<file path="src/rtl/riscv_multiciclo_ctrl_pkg.sv">
// Shared encodings for the multicycle RISC-V control unit: FSM states, opcodes, ULA codes.
// Latency: n/a (constants and a pure combinational helper).
// Backpressure: n/a. Macro RISCV_CTRL_ILLEGAL_EN adds the TRAP state encoding.
package riscv_multiciclo_ctrl_pkg;

  // FSM state encoding kept as plain constants so older tools and waveform viewers agree on values
  typedef logic [3:0] state_t;

  localparam state_t S_FETCH    = 4'd0;
  localparam state_t S_DECODE   = 4'd1;
  localparam state_t S_MEMADR   = 4'd2;
  localparam state_t S_MEMREAD  = 4'd3;
  localparam state_t S_MEMWRITE = 4'd4;
  localparam state_t S_MEMWB    = 4'd5;
  localparam state_t S_EXECR    = 4'd6;
  localparam state_t S_EXECI    = 4'd7;
  localparam state_t S_ALUWB    = 4'd8;
  localparam state_t S_BEQ      = 4'd9;
  localparam state_t S_JAL      = 4'd10;
`ifdef RISCV_CTRL_ILLEGAL_EN
  localparam state_t S_TRAP     = 4'd11;
`endif

  localparam logic [6:0] OP_LW   = 7'b0000011;
  localparam logic [6:0] OP_SW   = 7'b0100011;
  localparam logic [6:0] OP_R    = 7'b0110011;
  localparam logic [6:0] OP_I    = 7'b0010011;
  localparam logic [6:0] OP_BEQ  = 7'b1100011;
  localparam logic [6:0] OP_JAL  = 7'b1101111;

  localparam logic [2:0] ULA_ADD = 3'b000;
  localparam logic [2:0] ULA_SUB = 3'b001;
  localparam logic [2:0] ULA_AND = 3'b010;
  localparam logic [2:0] ULA_OR  = 3'b011;
  localparam logic [2:0] ULA_XOR = 3'b100;
  localparam logic [2:0] ULA_SLT = 3'b101;

  localparam logic [1:0] UOP_ADD   = 2'b00;
  localparam logic [1:0] UOP_SUB   = 2'b01;
  localparam logic [1:0] UOP_FUNCT = 2'b10;

  // Immediate format depends only on the opcode, independent of FSM state
  function automatic logic [1:0] imm_src_of(input logic [6:0] op);
    case (op)
      OP_SW:   imm_src_of = 2'b01;
      OP_BEQ:  imm_src_of = 2'b10;
      OP_JAL:  imm_src_of = 2'b11;
      default: imm_src_of = 2'b00;
    endcase
  endfunction

endpackage

</file>
<file path="src/rtl/riscv_multiciclo_ctrl_if.sv">
// Bundle between control unit (master) and datapath (slave): decode fields in, strobes out.
// Latency: n/a (wires only).
// Backpressure: none. Macro RISCV_CTRL_ILLEGAL_EN adds the Illegal signal.
interface riscv_multiciclo_ctrl_if;
  logic [6:0] op;
  logic [2:0] funct3;
  logic       funct7b5;
  logic       Zero;
  logic       PCWrite;
  logic       AdrSrc;
  logic       MemWrite;
  logic       IRWrite;
  logic       RegWrite;
  logic [1:0] ResultSrc;
  logic [1:0] ULASrcA;
  logic [1:0] ULASrcB;
  logic [1:0] ImmSrc;
  logic [2:0] ULAControl;
`ifdef RISCV_CTRL_ILLEGAL_EN
  logic       Illegal;
`endif

  modport master (
    input  op, funct3, funct7b5, Zero,
    output PCWrite, AdrSrc, MemWrite, IRWrite, RegWrite,
    output ResultSrc, ULASrcA, ULASrcB, ImmSrc,
`ifdef RISCV_CTRL_ILLEGAL_EN
    output Illegal,
`endif
    output ULAControl
  );

  modport slave (
    output op, funct3, funct7b5, Zero,
    input  PCWrite, AdrSrc, MemWrite, IRWrite, RegWrite,
    input  ResultSrc, ULASrcA, ULASrcB, ImmSrc,
`ifdef RISCV_CTRL_ILLEGAL_EN
    input  Illegal,
`endif
    input  ULAControl
  );
endinterface

</file>
<file path="src/rtl/riscv_multiciclo_ctrl_ula_decoder.sv">
// Maps ULAOp plus funct fields to the 3-bit ULAControl code.
// Latency: purely combinational.
// Backpressure: none.
module riscv_multiciclo_ctrl_ula_decoder
  import riscv_multiciclo_ctrl_pkg::*;
(
  input  logic [1:0] ula_op,
  input  logic [2:0] funct3,
  input  logic       funct7b5,
  input  logic       op5,
  output logic [2:0] ula_control
);

  // op5 separates R-type (register sub allowed) from I-type (addi never subtracts)
  always_comb begin
    ula_control = ULA_ADD;
    case (ula_op)
      UOP_SUB:   ula_control = ULA_SUB;
      UOP_FUNCT: begin
        case (funct3)
          3'b000:  ula_control = (op5 && funct7b5) ? ULA_SUB : ULA_ADD;
          3'b010:  ula_control = ULA_SLT;
          3'b100:  ula_control = ULA_XOR;
          3'b110:  ula_control = ULA_OR;
          3'b111:  ula_control = ULA_AND;
          default: ula_control = ULA_ADD;
        endcase
      end
      default:   ula_control = ULA_ADD;
    endcase
  end

endmodule

</file>
<file path="src/rtl/riscv_multiciclo_ctrl.sv">
// Multicycle control FSM for the 8-bit RISC-V datapath; Moore state register, combinational strobes.
// Latency: beq 3, sw/R/I/jal 4, lw 5 cycles; one instruction in flight.
// Backpressure: none, fixed schedule. Macro RISCV_CTRL_ILLEGAL_EN adds TRAP state and Illegal output.
module riscv_multiciclo_ctrl
  import riscv_multiciclo_ctrl_pkg::*;
(
  input  logic                    clk,
  input  logic                    rst,
  riscv_multiciclo_ctrl_if.master ctrl
);

  state_t     state;
  state_t     state_nxt;
  state_t     cur;
  logic       pc_update;
  logic       branch;
  logic       mem_wr;
  logic       ir_wr;
  logic       reg_wr;
  logic       adr_src;
  logic [1:0] result_src;
  logic [1:0] src_a;
  logic [1:0] src_b;
  logic [1:0] ula_op;

  // State register; reset from any state aborts the instruction in flight
  always_ff @(posedge clk) begin
    if (rst) state <= S_FETCH;
    else     state <= state_nxt;
  end

  // Next-state sequencing per instruction class
  always_comb begin
    state_nxt = S_FETCH;
    case (state)
      S_FETCH:   state_nxt = S_DECODE;
      S_DECODE: begin
        case (ctrl.op)
          OP_LW, OP_SW: state_nxt = S_MEMADR;
          OP_R:         state_nxt = S_EXECR;
          OP_I:         state_nxt = S_EXECI;
          OP_JAL:       state_nxt = S_JAL;
          OP_BEQ:       state_nxt = S_BEQ;
`ifdef RISCV_CTRL_ILLEGAL_EN
          default:      state_nxt = S_TRAP;
`else
          default:      state_nxt = S_FETCH;
`endif
        endcase
      end
      S_MEMADR:  state_nxt = (ctrl.op == OP_SW) ? S_MEMWRITE : S_MEMREAD;
      S_MEMREAD: state_nxt = S_MEMWB;
      S_EXECR, S_EXECI, S_JAL: state_nxt = S_ALUWB;
`ifdef RISCV_CTRL_ILLEGAL_EN
      S_TRAP:    state_nxt = S_TRAP;
`endif
      default:   state_nxt = S_FETCH;
    endcase
  end

  // During reset the mux selects look like FETCH so the datapath sees a sane, idle setup
  assign cur = rst ? S_FETCH : state;

  // Per-state strobes and mux selects
  always_comb begin
    pc_update  = 1'b0;
    branch     = 1'b0;
    mem_wr     = 1'b0;
    ir_wr      = 1'b0;
    reg_wr     = 1'b0;
    adr_src    = 1'b0;
    result_src = 2'b00;
    src_a      = 2'b00;
    src_b      = 2'b00;
    ula_op     = UOP_ADD;
    case (cur)
      S_FETCH: begin
        ir_wr = 1'b1; src_b = 2'b10; result_src = 2'b10; pc_update = 1'b1;
      end
      S_DECODE:   begin src_a = 2'b01; src_b = 2'b01; end
      S_MEMADR:   begin src_a = 2'b10; src_b = 2'b01; end
      S_MEMREAD:  adr_src = 1'b1;
      S_MEMWRITE: begin adr_src = 1'b1; mem_wr = 1'b1; end
      S_MEMWB:    begin result_src = 2'b01; reg_wr = 1'b1; end
      S_EXECR:    begin src_a = 2'b10; ula_op = UOP_FUNCT; end
      S_EXECI:    begin src_a = 2'b10; src_b = 2'b01; ula_op = UOP_FUNCT; end
      S_ALUWB:    reg_wr = 1'b1;
      S_BEQ:      begin src_a = 2'b10; ula_op = UOP_SUB; branch = 1'b1; end
      S_JAL:      begin src_a = 2'b01; src_b = 2'b10; pc_update = 1'b1; end
      default:    ;
    endcase
  end

  riscv_multiciclo_ctrl_ula_decoder u_ula_dec (
    .ula_op      (ula_op),
    .funct3      (ctrl.funct3),
    .funct7b5    (ctrl.funct7b5),
    .op5         (ctrl.op[5]),
    .ula_control (ctrl.ULAControl)
  );

  // Write enables are gated by reset so no partial write escapes in the reset cycle
  assign ctrl.PCWrite   = ~rst & (pc_update | (branch & ctrl.Zero));
  assign ctrl.MemWrite  = ~rst & mem_wr;
  assign ctrl.IRWrite   = ~rst & ir_wr;
  assign ctrl.RegWrite  = ~rst & reg_wr;
  assign ctrl.AdrSrc    = adr_src;
  assign ctrl.ResultSrc = result_src;
  assign ctrl.ULASrcA   = src_a;
  assign ctrl.ULASrcB   = src_b;
  assign ctrl.ImmSrc    = imm_src_of(ctrl.op);
`ifdef RISCV_CTRL_ILLEGAL_EN
  assign ctrl.Illegal   = ~rst & (state == S_TRAP);
`endif

endmodule
</file>
<file path="src/flat_wrapper.sv">
// flat-port wrapper written by rule: the top's interface ports become plain ports
module riscv_multiciclo_ctrl_flat import riscv_multiciclo_ctrl_pkg::*;
  (clk, rst, ctrl_op, ctrl_funct3, ctrl_funct7b5, ctrl_Zero, ctrl_PCWrite, ctrl_AdrSrc, ctrl_MemWrite, ctrl_IRWrite, ctrl_RegWrite, ctrl_ResultSrc, ctrl_ULASrcA, ctrl_ULASrcB, ctrl_ImmSrc, ctrl_ULAControl);
  riscv_multiciclo_ctrl_if ctrl_i ();
  input  logic clk;
  input  logic rst;
  input wire logic [$bits(ctrl_i.op)-1:0] ctrl_op;
  input wire logic [$bits(ctrl_i.funct3)-1:0] ctrl_funct3;
  input wire logic [$bits(ctrl_i.funct7b5)-1:0] ctrl_funct7b5;
  input wire logic [$bits(ctrl_i.Zero)-1:0] ctrl_Zero;
  output wire logic [$bits(ctrl_i.PCWrite)-1:0] ctrl_PCWrite;
  output wire logic [$bits(ctrl_i.AdrSrc)-1:0] ctrl_AdrSrc;
  output wire logic [$bits(ctrl_i.MemWrite)-1:0] ctrl_MemWrite;
  output wire logic [$bits(ctrl_i.IRWrite)-1:0] ctrl_IRWrite;
  output wire logic [$bits(ctrl_i.RegWrite)-1:0] ctrl_RegWrite;
  output wire logic [$bits(ctrl_i.ResultSrc)-1:0] ctrl_ResultSrc;
  output wire logic [$bits(ctrl_i.ULASrcA)-1:0] ctrl_ULASrcA;
  output wire logic [$bits(ctrl_i.ULASrcB)-1:0] ctrl_ULASrcB;
  output wire logic [$bits(ctrl_i.ImmSrc)-1:0] ctrl_ImmSrc;
  output wire logic [$bits(ctrl_i.ULAControl)-1:0] ctrl_ULAControl;
  assign ctrl_i.op = ctrl_op;
  assign ctrl_i.funct3 = ctrl_funct3;
  assign ctrl_i.funct7b5 = ctrl_funct7b5;
  assign ctrl_i.Zero = ctrl_Zero;
  assign ctrl_PCWrite = ctrl_i.PCWrite;
  assign ctrl_AdrSrc = ctrl_i.AdrSrc;
  assign ctrl_MemWrite = ctrl_i.MemWrite;
  assign ctrl_IRWrite = ctrl_i.IRWrite;
  assign ctrl_RegWrite = ctrl_i.RegWrite;
  assign ctrl_ResultSrc = ctrl_i.ResultSrc;
  assign ctrl_ULASrcA = ctrl_i.ULASrcA;
  assign ctrl_ULASrcB = ctrl_i.ULASrcB;
  assign ctrl_ImmSrc = ctrl_i.ImmSrc;
  assign ctrl_ULAControl = ctrl_i.ULAControl;
  riscv_multiciclo_ctrl u_core (.clk(clk), .rst(rst), .ctrl(ctrl_i));
endmodule
</file>
<file path="config.mk">
export PLATFORM = sky130hd
export DESIGN_NAME = riscv_multiciclo_ctrl_flat
export DESIGN_NICKNAME = d
export VERILOG_FILES = /design/src/rtl/riscv_multiciclo_ctrl_pkg.sv /design/src/rtl/riscv_multiciclo_ctrl_if.sv /design/src/rtl/riscv_multiciclo_ctrl_ula_decoder.sv /design/src/rtl/riscv_multiciclo_ctrl.sv /design/src/flat_wrapper.sv
export SDC_FILE = /design/constraint.sdc
export NUM_CORES = 1
export LEC_CHECK = 0
export CAP_MARGIN = 30
export CORE_MARGIN = 1
export CORE_UTILIZATION = 40
export CTS_CLUSTER_DIAMETER = 50
export CTS_CLUSTER_SIZE = 28
export DETAILED_ROUTE_END_ITERATION = 10
export PLACE_DENSITY = 0.86
export SETUP_SLACK_MARGIN = 0.15
export SLEW_MARGIN = 20
export SYNTH_ARGS = -nofsm -noshare
export SYNTH_HDL_FRONTEND = slang
export SYNTH_SLANG_ARGS = --single-unit
</file>
<file path="constraint.sdc">
create_clock -name clk -period 2.1 [get_ports clk]
set_input_delay 0.315 -clock clk [delete_from_list [all_inputs] [get_ports clk]]
set_output_delay 0.315 -clock clk [all_outputs]
set_load 0.01 [all_outputs]
</file>
# Yosys cells after proc, flatten, opt, wreduce, memory -nomap -nowiden
# Index checks and enable logic that the tools add are counted.
word_totals:
  reg_bits: 4
  in_bits: 14
  output_inout_bits: 16
  word_cells: 67
op_classes:
  eq_ne: 28
  muxes: 18
  bitwise: 7
  reduce_logical: 13
op_table:
  columns: ["operator", "count"]
  rows:
  - ["one-hot mux 4 bit (5 select lines)", 2]
  - ["equality test 4 x 3 -> 1 bit (second input constant)", 6]
  - ["equality test 4 x 2 -> 1 bit (second input constant)", 4]
  - ["equality test 4 bit (second input constant)", 4]
  - ["one-hot mux 2 bit (2 select lines)", 4]
  - ["one-hot mux 3 bit (5 select lines)", 1]
  - ["equality test 7 x 6 -> 1 bit (second input constant)", 2]
  - ["equality test 7 bit (second input constant)", 2]
  - ["OR reduction 2 bit", 6]
  - ["equality test 3 bit (second input constant)", 3]
  - ["equality test 4 x 1 -> 1 bit (second input constant)", 2]
  - ["zero test 4 bit", 2]
  - ["equality test 7 x 2 -> 1 bit (second input constant)", 1]
  - ["equality test 7 x 5 -> 1 bit (second input constant)", 1]
  - ["two-way mux 1 bit", 7]
  - ["one-hot mux 2 bit (3 select lines)", 1]
  - ["one-hot mux 3 bit (2 select lines)", 1]
  - ["OR reduction 3 bit", 2]
  - ["bitwise AND 1 bit", 5]
  - ["two-way mux 4 bit", 1]
  - ["OR reduction 4 bit", 1]
  - ["equality test 3 x 2 -> 1 bit (second input constant)", 1]
  - ["zero test 3 bit", 1]
  - ["two-way mux 3 bit", 1]
  - ["other kinds (5)", 5]

# Longest topological paths before layout
# Gate-level depths: netlist (run 1).
logic_depth:
  word_depth: 6
  mapped_depth: 7
  ltp_nobuf: 6

# Cells and area by module
# From an unflattened synthesis (run 1), not the netlist that was laid out.
hier_totals:
  hier_cells: 81
  hier_area_um2: 621.8
modules_own_cells:
  columns: ["mod", "n_inst", "cells_per_inst", "area_per_inst_um2", "seq_area_each_um2"]
  rows:
  - ["riscv_multiciclo_ctrl", 1, 69, 523.0, 80.1]
  - ["riscv_multiciclo_ctrl_ula_decoder", 1, 12, 98.8, 0.0]

# Worst setup path before layout (run 1)
# Ideal clock, no wire load.
synth_path:
  path_kind: "register to output"
  start: "register u_core.state[1]"
  end: "output port ctrl_ULAControl[2]"
  arrival_time_ns: 1.583
  required_ns: 1.785
  slack_ns: 0.202
  path_stages_with_launch: 6
  n_path_buf: 0
  cell_sequence: "dfxtp_1 > nand2b_4 > nor4b_4 > inv_1 > ha_1 > nor4b_1"
synth_between:
  elab_chain_cells: 6
synth_rtl:
  columns: ["element", "line_no", "text"]
  rows:
  - ["from (decl)", "riscv_multiciclo_ctrl.sv:12", "state_t state;"]
  - ["from (signal assigned)", "riscv_multiciclo_ctrl.sv:29", "else state <= state_nxt;"]
  - ["two-way mux 4 bit (*)", "riscv_multiciclo_ctrl.sv:62", "assign cur = rst ? S_FETCH : state;"]
  - ["equality test 4 x 3 -> 1 bit", "riscv_multiciclo_ctrl.sv:76", "case (cur)"]
  - ["OR reduction 2 bit (no source line)", null, null]
  - ["one-hot mux 2 bit (2 select lines) (*)", "riscv_multiciclo_ctrl.sv:76", null]
  - ["equality test 2 bit or equality test 2 x 1 -> 1 bit (tied branches)", "riscv_multiciclo_ctrl_ula_decoder.sv:17", "case (ula_op)"]
  - ["one-hot mux 3 bit (2 select lines) (*)", "riscv_multiciclo_ctrl_ula_decoder.sv:17", null]
  - ["to (decl)", "flat_wrapper.sv:20", "output wire logic [$bits(ctrl_i.ULAControl)-1:0] ctrl_ULAControl;"]
# Mark *: on every way between the ends. The rest lies on a longest branch, timed or not.

# Final worst setup path (run 1)
layout_path:
  start: "register u_core.state[0]"
  end: "output port ctrl_ULAControl[2]"
# Same word-level chain as after synthesis.

==> results of run 1 <==
what timing repair did:
item / in CTS / in global routing
setup endpoints to repair: 16 / 7
pin swaps: 0 / 4
gates resized for setup: 39 / 12
buffers inserted: 0 / 4
cell type report:
class / instances / area, µm²
Clock buffer: 3 / 22.5
Tap cell: 15 / 18.8
Timing Repair Buffer: 51 / 434
Fill cell: 103 / 236
Sequential cell: 4 / 82.6
Multi-Input combinational cell: 66 / 569
Inverter: 5 / 18.8
Yosys cell counts, drive strengths merged (2+ instances only):
cell,count
xnor2,2
dfxtp,4
a31oi,2
nor2b,3
nand2b,6
inv,5
a21oi,7
nor2,9
a31o,3
nand3b,2
buf,4
ha,2
o21ai,2
nand3,2
nor4b,2
nor3,9
layer usage:
metal  up-vias  track usage [%]
li1        391                -
met1       376             28.7
met2        19             46.6
met3         2             3.48
met4         0             6.45
met5         -                0
power groups by stage:
| stage | Clock [µW] | Combinational [µW] | Sequential, µW |
|---|---|---|---|
| after floorplan | 0 | 47.8 | 81.7 |
| after global placement | 0 | 115 | 81.3 |
| after detailed placement | 0 | 118 | 81.2 |
| after CTS | 98.9 | 116 | 80.4 |
| after global routing | 102 | 130 | 80.4 |
| final | 98.1 | 120 | 80.4 |
worst paths after layout:
kind	from	to	slack (ns)	depth (start not counted)
setup reg to reg	u_core.state[3]	u_core.state[1]	0.59	5
setup / recovery	u_core.state[0]	ctrl_ULAControl[2]	0.09	6
hold reg to reg	u_core.state[0]	u_core.state[2]	0.69	3
hold / removal	u_core.state[0]	u_core.state[2]	0.69	3
kinds of logic (layout without fill, tap and decap cells):
group                      count (synthesis)  count (layout)  share of synthesized area, %
AOI/OAI and AO/OA                         17              17                          20.6
xor gates and xnor gates                   3               3                          4.21
adders and majority gates                  2               2                          4.01
buffers and inverters                     10              59                          7.21
DFF                                        4               4                          12.8
muxes                                      2               2                          3.41
and+or+nand+nor                           42              42                          47.7
metrics by stage:
step | area (µm²) | setup TNS, ns | cells
2_1_floorplan | 624 | 0 | 80
3_5_place_dp | 1040 | -1.96 | 137
6_report | 1150 | 0 | 144
3_3_place_gp | 1040 | -1.73 | 137
4_1_cts | 1080 | 0 | 140
5_1_grt | 1150 | 0 | 144
worst reg2reg max path, delay by kind of cell (launching register included):
kind | cells | cell delay (ns)
buffers and inverters | 3 | 0.45
and+or+nand+nor | 1 | 0.40
DFF | 1 | 0.33
AOI/OAI and AO/OA | 1 | 0.24
==> run metrics, run 1 <==
Yosys warnings 0; share of cells above drive strength 1 41.9%; first-pass GRT wire length ~3.5 mm; final hold vios 0; initial antenna violation count 0; combinational share of power 40.2%; Seq cells post-synth 4; DP Worst Slack -0.562 ns; port bufs 29; total grt overflow 0; Initial DRT Pass Iterations 4; slew at the pin closest to its max-slew limit about 0.26 ns; most frequent cells in the layout buf_4, clkdlybuf4s50_1, dlygate4sd2_1; Main synth FF type dfxtp_1; headroom to the max-slew limit approximately 82%; Post-Syn Instances 80; max-cap violations 0; Diodes inserted 0; Worst-Skew Late Latency 0.24 ns; crit path buf inv count 2; Seq/Total Area, Yosys 12.8%; critical path data arrival time 1.70 ns; maximum number of pins on one net before global-route repair 14; DR WL met2 1.05 mm; Distinct cells, synth 39; cell mode on critical path nor4b_4; CTS H-tree lvls 1; Tot Pwr 298 µW; hold_buf cts 0; Yosys top cell by area dfxtp_1; largest registers u_core.state (4); CP max stage cell dfxtp_1; max reg flops 4; Residual DRC 0; initial DRC count 17; final worst-path cycle share about 96%; metal3 WL 73 µm; Final min period 2.01 ns; Starting Density 45.2%; Post-DRT Antenna Nets 0; Flop pwr share a little over a quarter; crit path capture type output pin; crit-path max cell delay 0.38 ns; Inserted Clock Buffers 3; Mapped Avg Cell Area 7.80 µm²; GPL Wtd Cong approximately 0.8; wire per inst 13.7 µm; Die Span X about 42 µm; status complete, no violations; ranking of synthesized cells by area dfxtp_1, nor3_1, nor2_1; CTS tree built; Fin Hold WS 0.686 ns; vias per cell 5.47; delay-heaviest family, CP simple AND/OR/NAND/NOR gates; WL met1 837 µm; synthesized net count 96; Die Y between 40 and 50 µm; Worst Setup Slack, final approximately 0.086 ns; final net count 147; core area 1380 µm²; Yosys top cell area share ~13%; Biggest register u_core.state; worst path cell trace nand2b_4 -> nor4b_4 -> inv_2 -> ha_4 -> nor4b_4 -> buf_2; Die ar. between 1500 and 2000 µm²; Post-synth EDFFs 0; async set or reset register ratio after synthesis 0%; Mapped Area 624 µm²; Setup CP Type flip-flop to output pin; Tot GR Track Use 24.8%; worst path required time 1.78 ns; Sw Pwr 90.5 µW; Max Freq between 400 and 500 MHz; P&R area growth vs syn 83.6%; Clock Tree Buf Depth 2; Pint a little over 200 µW; Slew Limit Fails 0; root buf cell clkbuf_4; Ports 30; Pleak just under 0.0005 µW; total number of vias 788; Pwr Density 260 nW/µm²; Switching Fraction between 30% and 40%; FP Rows 13; Setup-failing EPs final 0; top routing layer in use met4; CTS clk-pin slew, worst paths 0.04 ns; clock network fraction of design power 32.9%; vias in the first global route 832; Startpoint Class flip-flop; final setup skew 0.00467 ns; fin util 82.9%; Min-Delay Path Class flip-flop to flip-flop; RSZ-0062 raised after global routing true; crit-path max FO 3; drt total wl 1.98 mm; post-DP HPWL 1.47 mm; Peak VDD IR 239 µV; commonest non-fill, non-tap cell in the layout buf_4; Clock Sinks 4
(Power assumes the default switching activity.)
==> run 2, diff against run 1 <==
--- a/config.mk
+++ b/config.mk
@@ -9,7 +9,6 @@
 export CORE_MARGIN = 1
 export CORE_UTILIZATION = 40
 export CTS_CLUSTER_DIAMETER = 50
-export CTS_CLUSTER_SIZE = 28
 export DETAILED_ROUTE_END_ITERATION = 10
 export PLACE_DENSITY = 0.86
 export SETUP_SLACK_MARGIN = 0.15
==> constraint.sdc (replaced) <==
create_clock -name clk -period 2.1 [get_ports clk]
set_input_delay 0.315 -clock clk [delete_from_list [all_inputs] [get_ports clk]]
set_output_delay 0.315 -clock clk [all_outputs]
set_load 0.1 [all_outputs]
==> run metrics, run 2 <==
Main synth FF type dfxtp_1; stop err [ERROR DPL-0033] detailed placement checks failed during check placement.; adder-cell share of the synthesized area 4.01% (unchanged); Mapped Avg Cell Area 7.80 µm² (unchanged); Inserted Clock Buffers 3 (unchanged); Seq cells post-synth 4 (unchanged); root buf cell clkbuf_4; Clock Tree Buf Depth 2 (unchanged); status stopped before the end; Yosys warnings 0 (unchanged); Failed at 4_1_cts; Clock Sinks 4 (unchanged); post-synthesis mux area share 3.41% (unchanged); Post-Syn Instances 80 (unchanged); Mapped Area 624 µm² (unchanged); port bufs 29 (unchanged); Ports 30 (unchanged); Post-synth EDFFs 0 (unchanged); post-DP HPWL 1.86 mm (+27%); async set or reset register ratio after synthesis 0% (unchanged); post-synthesis simple-gate area fraction 47.7% (unchanged); ranking of synthesized cells by area dfxtp_1, nor3_1, nor2_1; Seq/Total Area, Yosys 12.8% (unchanged); Yosys top cell area share 12.8% (unchanged); Distinct cells, synth 39 (unchanged); DP Worst Slack -0.224 ns (+0.338 ns); post_cts resized 15 (-62%); post-synthesis compound-gate area fraction 20.6% (unchanged); CTS H-tree lvls 1 (unchanged); GPL Wtd Cong 0.770 (-3.3%); Die Span X 41.5 µm (unchanged); Die Y 41.5 µm (unchanged); Starting Density 45.2% (unchanged); FP Rows 13 (unchanged); main combinational cell family by area after synthesis simple AND/OR/NAND/NOR gates; postcts setup bufs 1 (+1); Synth top cells by count nor2_1, nor3_1, a21oi_1; hold_buf cts 0 (unchanged); xor/xnor cell area share of the yosys netlist 4.21% (unchanged); Yosys top cell by area dfxtp_1; synthesized net count 96 (unchanged); most common cell in the netlist nor2_1
-- run 2: cell counts after synthesis --
Identical to the previous run, type by type.
-- run 2: through the flow --
step	area, µm²	utilization (%)	hold WS, ns	instances	setup TNS (ns)
2_1_floorplan	788	-	0.477	80	-0.768
3_3_place_gp	1300	94.3	0.581	129	-0.488
3_5_place_dp	1300	94.3	0.577	129	-0.587
-- run 2: kinds of logic after synthesis --
logic type | count (synthesis)
AOI/OAI and AO/OA | 17
xor gates and xnor gates | 3
adders and majority gates | 2
buffers and inverters | 10
DFF | 4
muxes | 2
and+or+nand+nor | 42
==> run 3, diff against run 2 <==
--- a/config.mk
+++ b/config.mk
@@ -6,12 +6,10 @@
 export NUM_CORES = 1
 export LEC_CHECK = 0
 export CAP_MARGIN = 30
-export CORE_MARGIN = 1
-export CORE_UTILIZATION = 40
-export CTS_CLUSTER_DIAMETER = 50
+export CORE_AREA = 2 2 63 65
 export DETAILED_ROUTE_END_ITERATION = 10
-export PLACE_DENSITY = 0.86
-export SETUP_SLACK_MARGIN = 0.15
+export DIE_AREA = 0 0 65 67
+export PLACE_DENSITY_LB_ADDON = 0.15
 export SLEW_MARGIN = 20
 export SYNTH_ARGS = -nofsm -noshare
 export SYNTH_HDL_FRONTEND = slang
==> run metrics, run 3 (synthesized netlist as in run 1, its figures left out) <==
status complete, no violations; RSZ-0062 raised after global routing true; root buf cell clkbuf_8; CP max stage cell dfxtp_2; final worst-path cycle share 98.5%; Tot GR Track Use 10.0%; critical path data arrival time 1.75 ns; vias per cell 4.29; Die Span X 65 µm (+57%); drt total wl 1.95 mm; CP Launch Point u_core.state[1]; worst path required time 1.78 ns; port bufs 29 (unchanged); total number of vias slightly above 700; P&R area growth vs syn 120%; worst path cell trace nand2b_4 -> nor4b_4 -> inv_2 -> ha_4 -> nor4b_4 -> buf_12; core area 3610 µm²; Worst Setup Slack, final 0.0316 ns; FP Rows 22 (+9); wire per inst 11.7 µm; Setup CP Type flip-flop to output pin; cell mode on critical path nor4b_4; Tot Pwr 456 µW; Startpoint Class flip-flop; WP depth 6; Diodes inserted 0; post-DP HPWL 1.55 mm (-17%); FF-to-FF End u_core.state[1]; DP Worst Slack -0.267 ns (-0.0439 ns); vias in the first global route 741; max-cap violations 0; Worst-Skew Late Latency 0.22 ns; crit-path max cell delay approximately 0.32 ns; Ports 30 (unchanged); largest registers u_core.state (4); slew at the pin closest to its max-slew limit ~0.33 ns; Die Y 67 µm (+61%); maximum number of pins on one net before global-route repair 14; CTS H-tree lvls 1 (unchanged); Reg2Reg Launch Point u_core.state[3]; Setup-failing EPs final 0; headroom to the max-slew limit 77.8%; Final min period 2.07 ns; commonest non-fill, non-tap cell in the layout buf_12; first-pass GRT wire length 3.39 mm; crit-path max FO 3; total grt overflow 0; Max Freq 483 MHz; Reg2Reg Depth 4; CTS tree built; final setup skew 0.00312 ns; Inserted Clock Buffers 3 (unchanged); Biggest register u_core.state; Slew Limit Fails 0; initial DRC count 7; Clock Tree Buf Depth 2 (unchanged); Min-Delay Path Class flip-flop to flip-flop; postcts setup bufs 0 (-1); Peak VDD IR 149 µV; Initial DRT Pass Iterations 5; initial antenna violation count 0; Pwr Density 332 nW/µm²; final hold vios 0; Die ar. 4360 µm²; CTS clk-pin slew, worst paths 0.03 ns; hold_buf cts 0 (unchanged); share of cells above drive strength 1 between 50 and 60%; Reg2Reg Setup Slack 0.69 ns; HP Start u_core.state[1]; crit path capture type output pin; Post-DRT Antenna Nets 0; Layout fillers 360; Clock Sinks 4 (unchanged); Pleak about 0.00048 µW; crit path buf inv count 2; final net count roughly 140; delay-heaviest family, CP simple AND/OR/NAND/NOR gates; Starting Density 17.3% (-28 points); GPL Wtd Cong 0.710 (-7.8%); max reg flops 4; Residual DRC 0; Design Area, Final 1370 µm²; crit path to ctrl_ULAControl[2]; most frequent cells in the layout buf_12, clkdlybuf4s50_1, buf_4; placed cell area 1320 µm² (+0.86%)
-- run 3: metal layers --
metal	track usage, %	wire, µm
met1	12.0	845
met2	17.9	990
met3	3.04	111
met4	1.60	0
met5	0	0
-- run 3: worst register-to-register path, cell delays in order, from the launching register on --
cell	delay, ns
dfxtp_1	0.32
buf_4	0.19
or3_4	0.41
buf_4	0.16
o32ai_2	0.23
-- run 3: through the flow --
stage / instances / util [%] / hold WS (ns) / TNS, ns
6_report: 166 / 38.1 / 0.646 / 0
5_1_grt: 166 / 38.1 / 0.663 / -0.0198
4_1_cts: 166 / 38.1 / 0.639 / -0.00980
3_5_place_dp: 163 / 36.5 / 0.679 / -0.595
3_3_place_gp: 163 / 36.5 / 0.676 / -0.540
2_1_floorplan: 80 / - / 0.477 / -1.04
-- run 3: area by class of cell --
| class | instances | area (µm²) | share of cell area, % |
|---|---|---|---|
| flip-flops and latches | 4 | 81.3 | 5.92 |
| clock buffers | 3 | 41.3 | 3.01 |
| multi-input cells | 66 | 637 | 46.4 |
| well taps | 48 | 60.1 | 4.37 |
| inverters | 5 | 18.8 | 1.37 |
| repair buffers | 40 | 536 | 39.0 |
-- run 3: report_power, final --
group / leakage (µW) / internal (µW) / switching (µW)
Combinational: 0.000424 / 87.9 / 125
Clock: 0.0000216 / 122 / 40.9
Sequential: 0.0000331 / 78.5 / 1.89
Total: 0.000479 / 289 / 168
-- run 3: repair_timing --
action	in CTS	in global routing
pin swaps	2	1
endpoints found under the setup margin	4	2
gates resized for setup	4	2
-- run 3: how the worst min path moves through the flow --
stage                      end  slack [ns]  cells past startpoint
2_1_floorplan  u_core.state[1]        0.48                      2
3_3_place_gp   u_core.state[2]        0.68                      3
3_5_place_dp   u_core.state[2]        0.68                      3
4_1_cts        u_core.state[2]        0.64                      3
5_1_grt        u_core.state[2]        0.66                      3
6_report       u_core.state[2]        0.65                      3
==> patch: new RTL, config.mk and constraints of run 1 <==
Make the reset (`rst`) asynchronous in one clocked block.
--- a/src/rtl/riscv_multiciclo_ctrl.sv
+++ b/src/rtl/riscv_multiciclo_ctrl.sv
@@ -26,3 +26,3 @@
   // State register; reset from any state aborts the instruction in flight
-  always_ff @(posedge clk) begin
+  always_ff @(posedge clk or posedge rst) begin
     if (rst) state <= S_FETCH;
Formal check against the unedited RTL: same outputs for any inputs over 10 cycles, from zero or initial values and one cycle with rst high; that may be too few to reach the edited logic, so the function may still have changed.
==> patch against run 1 <==
Synthesized area stayed put. Setup slack worse by 0.042 ns. Highest routed layer unchanged. Critical path depth is 1 lower. Sequential cell count stayed put. Maximum frequency is 2.0% lower. Final area is 4.3% lower. Hold slack worse by 0.40 ns. Critical endpoint is now ctrl_ULASrcA[0]. Routed wire length is 4.2% higher.
Power is not compared: it rests on default switching activity, and its combinational part moved more than twofold at a synthesized area within 25%.
==> patch: results <==
[layout]
seq_cells = 4
clock_cell_area_share = 0.02052
regArea_um2 = 100.1
buffers = 49
multi_input_area_um2 = 520.5
n_clock_buffer = 3
inverters = 7
fill_cells = 106
buf_share = 0.3706
layout.nets = 148
seq_share = 0.09122
drive_above_1_share = 0.3846
nMultiInputCombCells = 67

[yosys]
synth_nets = 100
synth_area_leaders = "dfrtp_1 (16%), buf_6 (9.0%), nand2_1 (4.8%)"
synthArstFlopShare = 1.000
synth_common_cells = "nand2_1 (8), inv_1 (7), nor2_1 (7)"
synth_flop_cell = "dfrtp_1"
synth.distinct_cells = 36
synthCells = 84
synth-seq-area-share = 0.1603

[placed_design]
placed_cell_area_um2 = 985.9
place.gp.congestion = 0.7426
dp_worst_setup_slack_ns = -0.5187
dpl.hpwl_mm = 1.394

[drt]
firstDrtPassIters = 5
wl_met1_um = 806
drt_iter0_drc = 31
vias = 838
met2_length_mm = 1.100
viasPerCell = 5.779
dr_wl_met3_um = 125
wl_mm = 2.062

[cts]
ctsResizeCount = 42
post_cts_buffers = 3

[sta]
relSlewSlack = 0.7993
fin_hold_ws_ns = 0.2847
fin_skew_ns = 0.002130

[hold_path]
hp-class = "in -> async"

[worst_setup_path]
rr_startpoint = "u_core.state[2]"
worst_r2r_endpoint = "u_core.state[1]"
critPathMaxFanout = 12
slowest_stage = "dfrtp_1"
critPathTopFamily = "buffers and inverters"
cp.arrival_ns = 1.74
reg2reg_slack_ns = 0.73

[grt]
grt_pass1_vias = 794
grt_start_max_net_pins = 17
grt_pass1_wl_mm = 3.201
grtUsageTotal = 0.2329
grtUsageMet1 = 0.2626
globalRouteMet2Util = 0.4250
use_met3 = 0.04348

[status]
outcome = "completed"

[power]
ir_drop_mv = 0.3837

[floorplan]
coreArea_um2 = 1383
patch: worst max-delay path by stage:
stage	endpoint	slack [ns]	cells after the start	from
6_report	ctrl_ULASrcA[0]	0.04	5	u_core.state[1]
3_5_place_dp	ctrl_ULAControl[1]	-0.52	6	rst
2_1_floorplan	ctrl_ULAControl[1]	0.30	5	rst
3_3_place_gp	ctrl_ULAControl[1]	-0.46	6	rst
5_1_grt	ctrl_ULASrcA[0]	-0.01	5	u_core.state[1]
4_1_cts	ctrl_ULAControl[1]	0.04	6	u_core.state[2]
patch: cells by family after synthesis:
| kind of cell | Yosys count | share of synthesized area |
|---|---|---|
| AND/OR/NAND/NOR | 44 | 0.3988 |
| AO/OA/AOI/OAI | 16 | 0.1864 |
| buffers and inverters | 13 | 0.1383 |
| flip-flops | 4 | 0.1603 |
| XOR/XNOR | 3 | 0.04209 |
| multiplexers | 2 | 0.03407 |
| adder cells (fa/ha/maj) | 2 | 0.04007 |
